### src/rtl/mcpu_pkg.sv
// Shared constants for the multi-cycle MIPS control unit.
// State codes, opcode/funct values, ALU and mux select encodings.
package mcpu_pkg;

  typedef enum logic [4:0] {
    S_IF     = 5'd0,
    S_ID     = 5'd1,
    S_EX_R   = 5'd2,
    S_EX_MEM = 5'd3,
    S_EX_I   = 5'd4,
    S_LUI_WB = 5'd5,
    S_EX_BEQ = 5'd6,
    S_EX_BNE = 5'd7,
    S_EX_JR  = 5'd8,
    S_EX_JAL = 5'd9,
    S_EX_J   = 5'd10,
    S_MEM_RD = 5'd11,
    S_MEM_WD = 5'd12,
    S_WB_R   = 5'd13,
    S_WB_I   = 5'd14,
    S_WB_LW  = 5'd15,
    S_ERROR  = 5'd31
  } state_t;

  localparam logic [5:0] OP_R     = 6'b000000;
  localparam logic [5:0] OP_LW    = 6'b100011;
  localparam logic [5:0] OP_SW    = 6'b101011;
  localparam logic [5:0] OP_ADDI  = 6'b001000;
  localparam logic [5:0] OP_ADDIU = 6'b001001;
  localparam logic [5:0] OP_SLTI  = 6'b001010;
  localparam logic [5:0] OP_ANDI  = 6'b001100;
  localparam logic [5:0] OP_ORI   = 6'b001101;
  localparam logic [5:0] OP_XORI  = 6'b001110;
  localparam logic [5:0] OP_LUI   = 6'b001111;
  localparam logic [5:0] OP_BEQ   = 6'b000100;
  localparam logic [5:0] OP_BNE   = 6'b000101;
  localparam logic [5:0] OP_J     = 6'b000010;
  localparam logic [5:0] OP_JAL   = 6'b000011;

  localparam logic [5:0] FN_ADD  = 6'b100000;
  localparam logic [5:0] FN_ADDU = 6'b100001;
  localparam logic [5:0] FN_SUB  = 6'b100010;
  localparam logic [5:0] FN_SUBU = 6'b100011;
  localparam logic [5:0] FN_AND  = 6'b100100;
  localparam logic [5:0] FN_OR   = 6'b100101;
  localparam logic [5:0] FN_XOR  = 6'b100110;
  localparam logic [5:0] FN_NOR  = 6'b100111;
  localparam logic [5:0] FN_SLT  = 6'b101010;
  localparam logic [5:0] FN_SLTU = 6'b101011;
  localparam logic [5:0] FN_SRL  = 6'b000010;
  localparam logic [5:0] FN_JR   = 6'b001000;

  localparam logic [2:0] ALU_AND = 3'b000;
  localparam logic [2:0] ALU_OR  = 3'b001;
  localparam logic [2:0] ALU_ADD = 3'b010;
  localparam logic [2:0] ALU_XOR = 3'b011;
  localparam logic [2:0] ALU_NOR = 3'b100;
  localparam logic [2:0] ALU_SRL = 3'b101;
  localparam logic [2:0] ALU_SUB = 3'b110;
  localparam logic [2:0] ALU_SLT = 3'b111;

  localparam logic [1:0] DST_RT = 2'b00;
  localparam logic [1:0] DST_RD = 2'b01;
  localparam logic [1:0] DST_RA = 2'b10;

  localparam logic [1:0] WB_ALU = 2'b00;
  localparam logic [1:0] WB_MDR = 2'b01;
  localparam logic [1:0] WB_PC  = 2'b10;
  localparam logic [1:0] WB_LUI = 2'b11;

  localparam logic [1:0] SRCB_REG  = 2'b00;
  localparam logic [1:0] SRCB_FOUR = 2'b01;
  localparam logic [1:0] SRCB_IMM  = 2'b10;
  localparam logic [1:0] SRCB_BOFS = 2'b11;

  localparam logic [1:0] PC_ALU    = 2'b00;
  localparam logic [1:0] PC_ALUOUT = 2'b01;
  localparam logic [1:0] PC_JUMP   = 2'b10;
  localparam logic [1:0] PC_REGA   = 2'b11;

  function automatic logic [2:0] funct_alu(input logic [5:0] fn);
    logic [2:0] r;
    r = ALU_ADD;
    case (fn)
      FN_SUB, FN_SUBU: r = ALU_SUB;
      FN_AND:          r = ALU_AND;
      FN_OR:           r = ALU_OR;
      FN_XOR:          r = ALU_XOR;
      FN_NOR:          r = ALU_NOR;
      FN_SLT, FN_SLTU: r = ALU_SLT;
      FN_SRL:          r = ALU_SRL;
      default:         r = ALU_ADD;
    endcase
    return r;
  endfunction

  function automatic logic [2:0] imm_alu(input logic [5:0] op);
    logic [2:0] r;
    r = ALU_ADD;
    case (op)
      OP_SLTI: r = ALU_SLT;
      OP_ANDI: r = ALU_AND;
      OP_ORI:  r = ALU_OR;
      OP_XORI: r = ALU_XOR;
      default: r = ALU_ADD;
    endcase
    return r;
  endfunction

  function automatic state_t dispatch(
    input logic [5:0] op,
    input logic [5:0] fn
  );
    state_t s;
    s = S_ERROR;
    case (op)
      OP_R: begin
        case (fn)
          FN_JR: s = S_EX_JR;
          FN_ADD, FN_ADDU, FN_SUB, FN_SUBU,
          FN_AND, FN_OR, FN_XOR, FN_NOR,
          FN_SLT, FN_SLTU, FN_SRL: s = S_EX_R;
          default: s = S_ERROR;
        endcase
      end
      OP_LW, OP_SW: s = S_EX_MEM;
      OP_ADDI, OP_ADDIU, OP_SLTI,
      OP_ANDI, OP_ORI, OP_XORI: s = S_EX_I;
      OP_LUI: s = S_LUI_WB;
      OP_BEQ: s = S_EX_BEQ;
      OP_BNE: s = S_EX_BNE;
      OP_J:   s = S_EX_J;
      OP_JAL: s = S_EX_JAL;
      default: s = S_ERROR;
    endcase
    return s;
  endfunction

endpackage

### src/rtl/mcpu_ctrl.sv
// Multi-cycle MIPS control FSM.
// Holds only the state register; all outputs decode from state and IR.
module mcpu_ctrl
  import mcpu_pkg::*;
(
  input  logic        clk,
  input  logic        reset,
  input  logic [31:0] Inst_in,
  input  logic        zero,
  input  logic        overflow,
  input  logic        MIO_ready,
  output logic        MemRead,
  output logic        MemWrite,
  output logic [2:0]  ALU_operation,
  output logic [4:0]  state_out,
  output logic        CPU_MIO,
  output logic        IorD,
  output logic        IRWrite,
  output logic [1:0]  RegDst,
  output logic        RegWrite,
  output logic [1:0]  MemtoReg,
  output logic        ALUSrcA,
  output logic [1:0]  ALUSrcB,
  output logic [1:0]  PCSource,
  output logic        PCWrite,
  output logic        PCWriteCond,
  output logic        Branch
);

  state_t     state_q;
  state_t     state_d;
  logic [5:0] op;
  logic [5:0] fn;
  logic       unused_in;

  assign op        = Inst_in[31:26];
  assign fn        = Inst_in[5:0];
  assign state_out = state_q;
  // zero is applied by the datapath; overflow is reserved
  assign unused_in = ^{zero, overflow, Inst_in[25:6]};

  // State register; reset overrides any pending transition
  always_ff @(posedge clk) begin
    if (reset) state_q <= S_IF;
    else       state_q <= state_d;
  end

  // Next-state and output decode
  always_comb begin
    state_d       = state_q;
    MemRead       = 1'b0;
    MemWrite      = 1'b0;
    ALU_operation = ALU_ADD;
    CPU_MIO       = 1'b0;
    IorD          = 1'b0;
    IRWrite       = 1'b0;
    RegDst        = DST_RT;
    RegWrite      = 1'b0;
    MemtoReg      = WB_ALU;
    ALUSrcA       = 1'b0;
    ALUSrcB       = SRCB_REG;
    PCSource      = PC_ALU;
    PCWrite       = 1'b0;
    PCWriteCond   = 1'b0;
    Branch        = 1'b0;
    unique case (state_q)
      S_IF: begin
        MemRead = 1'b1;
        CPU_MIO = 1'b1;
        ALUSrcB = SRCB_FOUR;
        IRWrite = MIO_ready;
        PCWrite = MIO_ready;
        if (MIO_ready) state_d = S_ID;
      end
      S_ID: begin
        ALUSrcB = SRCB_BOFS;
        state_d = dispatch(op, fn);
      end
      S_EX_R: begin
        ALUSrcA       = 1'b1;
        ALU_operation = funct_alu(fn);
        state_d       = S_WB_R;
      end
      S_WB_R: begin
        ALUSrcA       = 1'b1;
        ALU_operation = funct_alu(fn);
        RegDst        = DST_RD;
        RegWrite      = 1'b1;
        state_d       = S_IF;
      end
      S_EX_I: begin
        ALUSrcA       = 1'b1;
        ALUSrcB       = SRCB_IMM;
        ALU_operation = imm_alu(op);
        state_d       = S_WB_I;
      end
      S_WB_I: begin
        RegWrite = 1'b1;
        state_d  = S_IF;
      end
      S_EX_MEM: begin
        ALUSrcA = 1'b1;
        ALUSrcB = SRCB_IMM;
        state_d = (op == OP_SW) ? S_MEM_WD : S_MEM_RD;
      end
      S_MEM_RD: begin
        MemRead = 1'b1;
        IorD    = 1'b1;
        CPU_MIO = 1'b1;
        if (MIO_ready) state_d = S_WB_LW;
      end
      S_MEM_WD: begin
        MemWrite = 1'b1;
        IorD     = 1'b1;
        CPU_MIO  = 1'b1;
        if (MIO_ready) state_d = S_IF;
      end
      S_WB_LW: begin
        MemtoReg = WB_MDR;
        RegWrite = 1'b1;
        state_d  = S_IF;
      end
      S_LUI_WB: begin
        MemtoReg = WB_LUI;
        RegWrite = 1'b1;
        state_d  = S_IF;
      end
      S_EX_BEQ, S_EX_BNE: begin
        ALUSrcA       = 1'b1;
        ALU_operation = ALU_SUB;
        PCSource      = PC_ALUOUT;
        PCWriteCond   = 1'b1;
        Branch        = (state_q == S_EX_BEQ);
        state_d       = S_IF;
      end
      S_EX_J: begin
        PCSource = PC_JUMP;
        PCWrite  = 1'b1;
        state_d  = S_IF;
      end
      S_EX_JR: begin
        PCSource = PC_REGA;
        PCWrite  = 1'b1;
        state_d  = S_IF;
      end
      S_EX_JAL: begin
        PCSource = PC_JUMP;
        PCWrite  = 1'b1;
        RegDst   = DST_RA;
        MemtoReg = WB_PC;
        RegWrite = 1'b1;
        state_d  = S_IF;
      end
      S_ERROR: state_d = S_ERROR;
      default: state_d = S_ERROR;
    endcase
  end

endmodule

### config.mk
export PLATFORM = sky130hd
export DESIGN_NAME = mcpu_ctrl
export DESIGN_NICKNAME = d
export VERILOG_FILES = /design/src/rtl/mcpu_pkg.sv /design/src/rtl/mcpu_ctrl.sv
export SDC_FILE = /design/constraint.sdc
export NUM_CORES = 1
export LEC_CHECK = 0
export CAP_MARGIN = 15
export CORE_MARGIN = 1.5
export CORE_UTILIZATION = 37
export DETAILED_ROUTE_END_ITERATION = 10
export HOLD_SLACK_MARGIN = 0.08
export PLACE_DENSITY = 0.81
export REMOVE_ABC_BUFFERS = 1
export SKIP_LAST_GASP = 1
export SLEW_MARGIN = 0
export SYNTH_ARGS = -nofsm -noshare
export SYNTH_HDL_FRONTEND = slang
export SYNTH_SLANG_ARGS = --single-unit
### constraint.sdc
create_clock -name clk -period 3.4 [get_ports clk]
set_clock_uncertainty 0.05 [all_clocks]
set_input_delay 1.02 -clock clk [delete_from_list [all_inputs] [get_ports clk]]
set_output_delay 1.02 -clock clk [all_outputs]
set_load 0.05 [all_outputs]
==> results.ini <==
[run_status]
outcome = completed

[critical_path]
crit_type = input pin to primary output
slowest_delay_ns = 0.32
slowest_stage = mux2_4
crit_fanout = 2
cp_top_family = buffers and inverters
startpoint_type = input pin
cp_data_required_time_ns = 2.33
crit_arrival_ns = 2.26
critPathBufInv = 2
cp-end-kind = primary output
cp_cell_sequence = dlygate4sd2_1 -> nor2b_4 -> mux2_4 -> nor4_4 -> o211a_1 -> o21ai_1 -> buf_6

[timing]
fin_tns_setup_ns = 0
layout_setup_ws_ns = 0.0675
rsz0062_at_grt = true
period_share_pct = 98.0
worst_slew_pin_slew_ns = 0.670
period_minus_slack_ns = 3.33
finalSetupViolations = 0
drv_slew = 0
hold_violations = 0
slew_headroom_pct = 54.9
fmax_mhz = 300

[clock_tree]
clk-insertion-delay-late_ns = 0.24
cts_made_buffers = 3
cts_tree = done
cts.sinks = 5
htree_levels = 1
ctsHoldBuffers = 0
cts-root-buf = clkbuf_4
clkTransAtPathRegs_ns = 0.05
clockBufferDepth = 2

[power]
p_leak_nw = 0.703
power_density_nw_per_um2 = 776
max-vdd-ir-drop_mv = 0.805

[route]
dr.first_iter.drc_count = 56
postRouteAntennaNets = 0
viasPerCell = 6.06
dr.pass1.iters = 5
vias = 1508
wirelength_um = 3570
drc = 0
wl_per_cell_um = 14.3

[placement]
gp_congestion = 0.891
place_inst = 245
post-place-ws_ns = -0.395
dpl_cell_area_um2 = 1590
place_hpwl_um = 2820
port_buffers = 40

[final_layout]
areaGrowthSynthToFinish_pct = 66.4
diodes = 0
largest_reg_flops = 5
final_cells = 249
n_fill_cell = 228
finish.instance_area_um2 = 1690
drive_gt1_share_pct = 25.6
layout.nets = 257

[run]
maxCapViolations = 0

[floorplanning]
dieHeight_um = 55.3
rows = 18
coreArea_um2 = 2540
fp.dieArea_um2 = 3060
initial_core_util_pct = 39.8
ioPinCount = 63
die_x_um = 55.3

[global_route]
grt_overflow = 0
antenna_found_initial = 0
grt_pass1_vias = 1341
grt_use_total_pct = 22.8
grt_start_max_net_pins = 20
grt_pass1_wl_um = 5950

[yosys]
ys_seq_area_share_pct = 9.88
ys_types = 47
postSynthAreaPerCell_um2 = 6.18
synth_cells = 164
ys.flop_type = dfxtp_1
async_flop_share_pct = 0
synth_edf_count = 0
yosysWarnings = 0
ys_ff_latch = 5
syn-cell-area_um2 = 1010

[hold_path]
hold_path_class = flip-flop to flip-flop

[metal layers]
metal / routed length, um / track usage, %
met1: 1500 / 30.0
met2: 1770 / 39.6
met3: 252 / 2.58
met4: 49 / 5.23
met5: 0 / 0
[kinds of logic (layout without fill, tap and decap cells)]
kind of cell	after synthesis	after routing	synth area share, %
AO/OA/AOI/OAI	55	55	39.5
buffers and inverters	20	75	7.53
flip-flops	5	5	9.88
multiplexers	2	2	2.10
AND/OR/NAND/NOR	82	82	41.0
[Yosys cell counts (3+ instances only)]
cell	n	area, um^2
a31oi_1	4	25.0
nand3_1	3	15.0
o31ai_1	3	22.5
nor3_1	8	40.0
nand2_1	17	63.8
o21ai_0	7	35.0
nor2b_1	9	56.3
dfxtp_1	5	100
clkbuf_1	9	33.8
inv_1	8	30.0
nor2_1	20	75.1
nor3b_1	3	22.5
nor4_1	5	31.3
a211oi_1	3	22.5
o21ai_1	4	20.0
nand2b_1	6	37.5
a21oi_1	10	50.1
[final cells by class]
type | count | area [um^2] | area share, %
multi-input cells | 139 | 907 | 53.8
repair buffers | 63 | 586 | 34.7
clock buffers | 4 | 26.3 | 1.56
flip-flops and latches | 5 | 100 | 5.93
well taps | 30 | 37.5 | 2.23
inverters | 8 | 30.0 | 1.78
[through the flow]
step / power (mW) / hold slack [ns] / utilization [%]
global placement: 1.20 / 0.802 / 62.4
finish: 1.31 / 0.846 / 66.3
floorplan: 0.827 / 0.876 / -
global route: 1.39 / 0.890 / 66.3
CTS: 1.29 / 0.833 / 64.8
detailed placement: 1.22 / 0.825 / 62.4
[repair_timing]
item                                    in CTS  in global routing
pin swaps                                    5                  9
setup buffers                                0                  0
cloned                                       0                  0
gates resized for setup                     20                 13
endpoints found under the setup margin       3                  3
[final timing paths]
check          startpoint          endpoint  slack [ns]  cells past startpoint
max            Inst_in[0]  ALU_operation[1]        0.07                      7
min          state_out[4]      state_out[3]        0.85                      2
max reg2reg  state_out[1]      state_out[2]        1.38                      5
min reg2reg  state_out[4]      state_out[3]        0.85                      2
[power by group]
part           internal, mW  switching, mW
logic                 0.392          0.696
clock network        0.0443         0.0229
registers            0.0804         0.0729
[worst register-to-register path, stage by stage, from the launching register on]
cell	delay (ns)
dfxtp_1	0.57
inv_1	0.20
a22oi_1	0.26
o31ai_1	0.15
a2111oi_1	0.54
a221oi_2	0.10
[placed cells by master (no fill, tap or decap), types with 4 or more instances in the layout]
cell,count
buf_4,34
nor2_1,19
nand2_1,17
clkdlybuf4s50_1,15
a21oi_1,10
inv_1,8
nor3_1,8
nor2b_1,7
nand2b_1,6
o21ai_0,6
o21ai_1,5
dfxtp_1,5
nor4_1,4
a31oi_1,4
dlygate4sd2_1,4
buf_12,4
No activity file was read; power rests on OpenSTA's default activity.
